**src/rtl/pipe_carry_pkg.sv**
```systemverilog
// Shared sizing helpers and stage-control record for the segmented carry pipeline.
// Pure declarations: no latency, no flow control.
// Slice bounds put the narrow remainder segment on top when WIDTH is not a multiple of SEG.
package pipe_carry_pkg;

    typedef struct packed {
        logic valid;
        logic carry;
        logic zpart;
    } stage_ctl_t;

    function automatic int nstages(input int width, input int seg);
        return (width + seg - 1) / seg;
    endfunction

    function automatic int seg_lo(input int k, input int seg);
        return k * seg;
    endfunction

    function automatic int seg_hi(input int k, input int seg, input int width);
        int hi;
        hi = (k + 1) * seg - 1;
        return (hi > width - 1) ? width - 1 : hi;
    endfunction

endpackage

```
**src/rtl/pipe_carry_seg.sv**
```systemverilog
// One carry segment: P/G ripple over SW bits, registered sum/carry/valid (and zero partial).
// Latency 1 cycle.
// Holds every register while en is low.
module pipe_carry_seg
    import pipe_carry_pkg::*;
#(
    parameter int SW = 8
) (
    input  logic          C,
    input  logic          R,
    input  logic          en,
    input  logic [SW-1:0] a,
    input  logic [SW-1:0] b,
    input  stage_ctl_t    ctl_i,
    output logic [SW-1:0] sum,
    output stage_ctl_t    ctl_o,
    output logic          ovf
);

    logic [SW:0]   cv;
    logic [SW-1:0] sum_d;
    logic          valid_q;
    logic          carry_q;

    always_comb begin
        cv    = '0;
        sum_d = '0;
        cv[0] = ctl_i.carry;
        for (int i = 0; i < SW; i++) begin
            sum_d[i]  = a[i] ^ b[i] ^ cv[i];
            cv[i + 1] = (a[i] ^ b[i]) ? cv[i] : (a[i] & b[i]);
        end
    end

    // ovf is only meaningful on the top segment: carry into MSB differs from carry out
    always_ff @(posedge C or negedge R) begin
        if (!R) begin
            sum     <= '0;
            valid_q <= 1'b0;
            carry_q <= 1'b0;
            ovf     <= 1'b0;
        end else if (en) begin
            sum     <= sum_d;
            valid_q <= ctl_i.valid;
            carry_q <= cv[SW];
            ovf     <= cv[SW] ^ cv[SW - 1];
        end
    end

`ifdef PIPE_CARRY_ADDER_ZERO_FLAG_EN
    logic zpart_q;

    always_ff @(posedge C or negedge R) begin
        if (!R) begin
            zpart_q <= 1'b0;
        end else if (en) begin
            zpart_q <= ctl_i.zpart & (sum_d == '0);
        end
    end

    assign ctl_o = '{valid: valid_q, carry: carry_q, zpart: zpart_q};
`else
    assign ctl_o = '{valid: valid_q, carry: carry_q, zpart: ctl_i.zpart};
`endif

endmodule

```
**src/rtl/pipe_carry_adder.sv**
```systemverilog
// Pipelined segmented add/subtract; optional zero flag Z under PIPE_CARRY_ADDER_ZERO_FLAG_EN.
// Latency NSTAGES cycles, throughput 1 beat/cycle.
// Global stall: whole pipe holds while O_VALID && !O_READY; I_READY mirrors the enable.
module pipe_carry_adder
    import pipe_carry_pkg::*;
#(
    parameter int WIDTH = 32,
    parameter int SEG   = 8
) (
    input  logic             C,
    input  logic             R,
    input  logic [WIDTH-1:0] A,
    input  logic [WIDTH-1:0] B,
    input  logic             SUB,
    input  logic             CIN,
    input  logic             I_VALID,
    output logic             I_READY,
    output logic [WIDTH-1:0] SUM,
    output logic             COUT,
    output logic             OVF,
    output logic             O_VALID,
`ifdef PIPE_CARRY_ADDER_ZERO_FLAG_EN
    output logic             Z,
`endif
    input  logic             O_READY
);

    localparam int NSTAGES = nstages(WIDTH, SEG);

    logic             en;
    logic [WIDTH-1:0] bb;
    stage_ctl_t       ctl_in [NSTAGES];
    stage_ctl_t       ctl    [NSTAGES];
    logic             seg_ovf[NSTAGES];

    assign en      = !O_VALID || O_READY;
    assign I_READY = en;
    assign bb      = SUB ? ~B : B;

    for (genvar k = 0; k < NSTAGES; k++) begin : g_stage
        localparam int LO = seg_lo(k, SEG);
        localparam int HI = seg_hi(k, SEG, WIDTH);
        localparam int SW = HI - LO + 1;
        localparam int D  = NSTAGES - 1 - k;

        logic [SW-1:0] a_k;
        logic [SW-1:0] b_k;
        logic [SW-1:0] s_k;

        if (k == 0) begin : g_first
            assign a_k       = A[HI:LO];
            assign b_k       = bb[HI:LO];
            assign ctl_in[k] = '{valid: I_VALID, carry: CIN, zpart: 1'b1};
        end else begin : g_skew
            // Operand slice k waits k cycles so it meets the carry from stage k-1
            logic [SW-1:0] a_sk [k];
            logic [SW-1:0] b_sk [k];

            always_ff @(posedge C or negedge R) begin
                if (!R) begin
                    for (int j = 0; j < k; j++) begin
                        a_sk[j] <= '0;
                        b_sk[j] <= '0;
                    end
                end else if (en) begin
                    a_sk[0] <= A[HI:LO];
                    b_sk[0] <= bb[HI:LO];
                    for (int j = 1; j < k; j++) begin
                        a_sk[j] <= a_sk[j - 1];
                        b_sk[j] <= b_sk[j - 1];
                    end
                end
            end

            assign a_k       = a_sk[k - 1];
            assign b_k       = b_sk[k - 1];
            assign ctl_in[k] = ctl[k - 1];
        end

        pipe_carry_seg #(
            .SW (SW)
        ) u_seg (
            .C     (C),
            .R     (R),
            .en    (en),
            .a     (a_k),
            .b     (b_k),
            .ctl_i (ctl_in[k]),
            .sum   (s_k),
            .ctl_o (ctl[k]),
            .ovf   (seg_ovf[k])
        );

        if (D == 0) begin : g_top
            assign SUM[HI:LO] = s_k;
        end else begin : g_deskew
            logic [SW-1:0] d_sk [D];

            always_ff @(posedge C or negedge R) begin
                if (!R) begin
                    for (int j = 0; j < D; j++) begin
                        d_sk[j] <= '0;
                    end
                end else if (en) begin
                    d_sk[0] <= s_k;
                    for (int j = 1; j < D; j++) begin
                        d_sk[j] <= d_sk[j - 1];
                    end
                end
            end

            assign SUM[HI:LO] = d_sk[D - 1];
        end
    end

    assign COUT    = ctl[NSTAGES - 1].carry;
    assign O_VALID = ctl[NSTAGES - 1].valid;
    assign OVF     = seg_ovf[NSTAGES - 1];
`ifdef PIPE_CARRY_ADDER_ZERO_FLAG_EN
    assign Z       = ctl[NSTAGES - 1].zpart;
`endif

endmodule

```
**config.mk**
```make
export PLATFORM = sky130hd
export DESIGN_NAME = pipe_carry_adder
export DESIGN_NICKNAME = d
export VERILOG_FILES = /design/src/rtl/pipe_carry_pkg.sv /design/src/rtl/pipe_carry_seg.sv /design/src/rtl/pipe_carry_adder.sv
export SDC_FILE = /design/constraint.sdc
export NUM_CORES = 1
export LEC_CHECK = 0
export CORE_ASPECT_RATIO = 0.7
export CORE_MARGIN = 8
export CORE_UTILIZATION = 56
export DETAILED_ROUTE_END_ITERATION = 16
export GPL_TIMING_DRIVEN = 0
export HOLD_SLACK_MARGIN = 0.15
export PLACE_DENSITY = 0.87
export SYNTH_ARGS = -nofsm -noshare
export SYNTH_HDL_FRONTEND = slang
export SYNTH_SLANG_ARGS = --single-unit
```
**constraint.sdc**
```tcl
create_clock -name C -period 5.82 [get_ports C]
set_clock_uncertainty 0.2 [all_clocks]
set_input_delay 0.582 -clock C [delete_from_list [all_inputs] [get_ports C]]
set_output_delay 0.582 -clock C [all_outputs]
set_load 0.005 [all_outputs]
```
After elaboration in Yosys (flattened, before gate mapping)
Cells that the tools add are included.

word-level totals
  input port bits = 70
  flip-flop bits (word level) = 185

cells by class
  reductions and logical operators = 2
  muxes and demuxes = 33
  bitwise gates (word level) = 98

operator list
  operator            count
  bitwise XOR 1 bit   65
  bitwise AND 1 bit   32
  two-way mux 1 bit   32
  two-way mux 32 bit  1
  inverter 32 bit     1
  zero test 1 bit     1
  logical OR 1 bit    1

Longest topological paths before layout
Gate-level depths: netlist of the first run.

  word-level depth = 11
  gate-level depth with buffers = 12
  depth with buffers taken out = 12

By module
A second synthesis of the first run with hierarchy kept.

unflattened totals
  cell total of the unflattened synthesis = 522
  area total of the unflattened synthesis = 8543.2 sq um

by module, submodules not included
  module            cells an instance  instances  sequential area each (sq um)  area an instance (sq um)
  pipe_carry_adder  358                1          3603.5                        5970.7
  pipe_carry_seg    41                 4          275.3                         643.1

Least setup slack after synthesis of the first run
No wires, ideal clock.

  path kind = input to register
  start point = input SUB
  end point = register g_stage[0].u_seg.sum[7]
  data required time = 5493 ps
  stages = 12
  data arrival time = 4421 ps
  library setup time = 127 ps
  buffers on the path = 2
  path slack = 1071 ps
  cell sequence = clkbuf_1 > buf_2 > xnor2_1 > fa_1 > fa_1 > fa_1 > fa_1 > fa_1 > fa_1 > fa_1 > fa_1 > a21oi_2

between the ends
  word-level cells in the longest chain between the ends = 10

ends and longest elaborated chain
  item                                                    line                    RTL
  start, declared                                         pipe_carry_adder.sv:14  input logic SUB,
  two-way mux 32 bit *                                    pipe_carry_adder.sv:38  assign bb = SUB ? ~B : B;
  bitwise AND 1 bit or bitwise XOR 1 bit (tied branches)  pipe_carry_seg.sv:31    cv[i + 1] = (a[i] ^ b[i]) ? cv[i] : (a[i] & b[i]);
  two-way mux 1 bit (7 in series)                         pipe_carry_seg.sv:31
  bitwise XOR 1 bit *                                     pipe_carry_seg.sv:30    sum_d[i] = a[i] ^ b[i] ^ cv[i];
  end signal, assigned                                    pipe_carry_seg.sv:43    sum <= sum_d;
  end, declared                                           pipe_carry_seg.sv:15    output logic [SW-1:0] sum,

Every way passes the cells marked *; elsewhere a longest branch is shown, timed or not.
A chain may end at the register's enable or synchronous reset.

Final worst setup path of the first run
Ends and elaborated chain as after synthesis.

==> reports/metrics.csv, run 1 <==
stage;metric;value;unit
status;status;completed;
placement;routabilityCongestion;0.798;
drt;postRouteAntennaNets;0;
timing;relSlewSlack;56.2;%
synth;synth_warnings;0;
synth;postSynthAreaPerCell;16.6;um2
timing;fmax;0.212;GHz
die;die_height;120;um
critical_path;end_kind;flip-flop;
synth;synth_compound_area_share;1.15;%
clocking;cts.path.max_buffers;2;
clocking;htree_levels;4;
hold_path;hold_class;flip-flop to flip-flop;
synth;yosysSeqAreaShare;53.9;%
synth;synth-xor-area-share;3.36;%
critical_path;arrival;4.82;ns
timing;rsz0062_at_grt;false;
timing;post-route-min-period;4.72;ns
final_layout;drive_above_1_share;31.0;%
final_layout;final_area;10500;um2
power;p_clk_share;19.3;%
timing;hold_viol;0;
drt;first_pass_iters;4;
power;power.internal;4.01;mW
clocking;cts_tree;done;
power;seqPwrFrac;39.7;%
critical_path;critPathTopFamily;adder cells;
drt;drc;0;
clocking;cts_setup_buffers;0;
clocking;path_clk_slew;0.06;ns
final_layout;final_cells;854;
final_layout;area_growth;22.1;%
clocking;cts_sinks;185;
power;power.leakage;4.84;nW
timing;setup_violations;0;
drt;drt_iter0_drc;216;
critical_path;crit_path_cell_trace;clkbuf_1, buf_2, xnor2_1, fa_1, fa_1, fa_1, fa_1, fa_1, fa_1, fa_1, fa_1, a21oi_2;
clocking;cts_root_buf;clkbuf_16;
timing;slew_violations;0;
synth;synth.distinct_cells;16;
final_layout;diodes;0;
global_routing;antenna_found_initial;0;
power;finalPower;5.67;mW
global_routing;grtUsageTotal;18.2;%
global_routing;grt_pass1_vias;5072;
synth;synth_simple_gate_area_share;1.28;%
global_routing;grt_pass1_wl;27700;um
flow_run;drv_cap;0;
placement;numPortBuffers;104;
timing;tightest_slew;0.657;ns
synth;synth_top_family_by_area;multiplexers;
die;die_x;164;um
placement;dpl_cell_area;9910;um2
global_routing;grt_overflow;0;
die;rows;38;
critical_path;crit_fanout;10;
global_routing;grt_max_degree;131;
die;core;15300;um2
synth;syn-num-nets;619;
drt;wl_per_cell;19.6;um
clocking;cts-buffers-inserted;17;
synth;syn_area;8590;um2
power;peakVddDrop;0.204;mV
placement;dp_hpwl;12100;um
critical_path;cp_slowest_cell;fa_1;
critical_path;criticalPathCategory;primary input to flip-flop;
die;dieArea;19600;um2
critical_path;cp-start-kind;primary input;
timing;fin_crit_sh;81.1;%
critical_path;path_common_cell;fa_1;
synth;syn_inst;517;
synth;synth_fa_ha_area_share;7.46;%
placement;post-place-ws;0.628;ns
power;pwr-share-comb;41.0;%
power;power_density;541;nW/um2
die;start_util;56.3;%
clocking;clk_latency;0.42;ns
power;swShare;29.3;%
critical_path;r2r_slack;1.47;ns
synth;synth-seq-cells;185;
critical_path;critPathRequiredTime;5.92;ns
die;ioPinCount;106;
drt;viasPerCell;5.12;
placement;dp_cells;822;
final_layout;layout_commonest_cell;dfrtp_1;
drt;wirelength;16700;um
synth;synthMuxAreaShare;27.7;%
critical_path;crit_buf_inv;2;
critical_path;slowest_delay;0.53;ns
drt;num_vias;4370;
final_layout;fin_nets;744;
final_layout;layout_common_cells;185 x dfrtp_1, 121 x mux2_4, 103 x clkdlybuf4s50_1;
timing;fin_ws;1.10;ns
power;switchingPower;1.66;mW
## cells in the mapped netlist
cell type	instances	area (um2)
xor2_1	23	201
a21oi_2	9	78.8
mux2_4	121	1820
a21oi_1	4	20.0
clkbuf_1	3	11.3
nand2b_1	2	12.5
inv_1	25	93.8
dfrtp_1	185	4630
buf_6	16	180
nor3b_1	13	97.6
buf_4	16	120
buf_2	8	40.0
mux2i_1	3	30.0
mux2_1	47	529
fa_1	32	641
xnor2_1	10	87.6
## final cells by class
| class | count | area [um2] |
|---|---|---|
| repair buffers | 106 | 1080 |
| flip-flops and latches | 185 | 4630 |
| multi-input cells | 264 | 3510 |
| plain buffers | 43 | 352 |
| well taps | 200 | 250 |
| fillers | 993 | 4770 |
| clock buffers | 20 | 467 |
| inverters | 25 | 93.8 |
| clock inverters | 11 | 98.8 |
## worst paths after layout
check                      cells past startpoint                           to                      from
max in group asynchronous                      3  g_stage[2].g_deskew.d_sk[0]                         R
hold reg to reg                                1     g_stage[3].u_seg.valid_q  g_stage[2].u_seg.valid_q
min in group asynchronous                      2  g_stage[2].g_deskew.d_sk[7]                         R
hold / removal                                 1     g_stage[3].u_seg.valid_q  g_stage[2].u_seg.valid_q
setup / recovery                              12      g_stage[0].u_seg.sum[7]                       SUB
setup reg to reg                              12         g_stage[3].u_seg.ovf         g_stage[3].b_k[0]
## through the flow
| step | utilization (%) | hold slack, ns | setup TNS (ns) |
|---|---|---|---|
| 4_1_cts | 68.7 | 0.276 | 0 |
| 6_report | 68.7 | 0.275 | 0 |
| 3_5_place_dp | 65.0 | 0.257 | 0 |
| 2_1_floorplan | - | 0.0864 | 0 |
| 3_3_place_gp | 64.7 | 0.255 | -584.46 |
| 5_1_grt | 68.7 | 0.291 | 0 |
## kinds of logic after synthesis
group | count (synthesis)
compound gates | 13
xor+xnor | 33
fa+ha+maj | 32
buf+inv | 68
flops | 185
mux | 171
simple gates | 15
## metal layers
metal  vias to the layer above  part of all wire [%]  track usage [%]
met2                        76                    48             28.7
met5                         -                     0                0
met1                      2314                    46             24.5
li1                       1964                     -                -
met3                        16                   4.5             4.69
met4                         0                   1.2             5.27
## power by group through the flow
stage               clock network [mW]  registers [mW]  logic [mW]
global route                      1.17            2.32        2.52
floorplan                            0            2.15        1.66
finish                            1.10            2.25        2.32
global placement                     0            2.23        2.22
detailed placement                   0            2.27        2.33
CTS                               1.12            2.26        2.36
## sequential cells by signal, summed over array words and instances, names as in the netlist
signal / flops
SUM: 16
g_stage.a_k: 24
g_stage.b_k: 24
g_stage.g_deskew.d_sk: 32
g_stage.g_skew.a_sk: 24
g_stage.g_skew.b_sk: 24
g_stage.u_seg.carry_q: 4
g_stage.u_seg.ovf: 1
g_stage.u_seg.sum: 32
g_stage.u_seg.valid_q: 4
## what timing repair did
action | in CTS | in global routing
hold buffers | 1 | 0
resized for setup | 0 | 0
setup endpoints to repair | 0 | 0
hold endpoints to repair | 55 | 0
Power figures use the tool's default switching activity.
==> inputs of run 2 (changes only) <==
==> constraint.sdc (replaced) <==
create_clock -name C -period 4.9 [get_ports C]
set_clock_uncertainty 0.2 [all_clocks]
set_input_delay 0.49 -clock C [delete_from_list [all_inputs] [get_ports C]]
set_output_delay 0.49 -clock C [all_outputs]
set_load 0.005 [all_outputs]
==> results of run 2 <==
The final DEF is identical to that of run 1. Status: completed.
Among the figures that moved: setup slack after placement 0.628 ns -> -0.200 ns; setup slack after layout 1.10 ns -> 0.270 ns; register-to-register setup slack 1.47 ns -> 0.55 ns; total power 5.67 mW -> 6.74 mW; worst IR drop on VDD 0.204 mV -> 0.243 mV
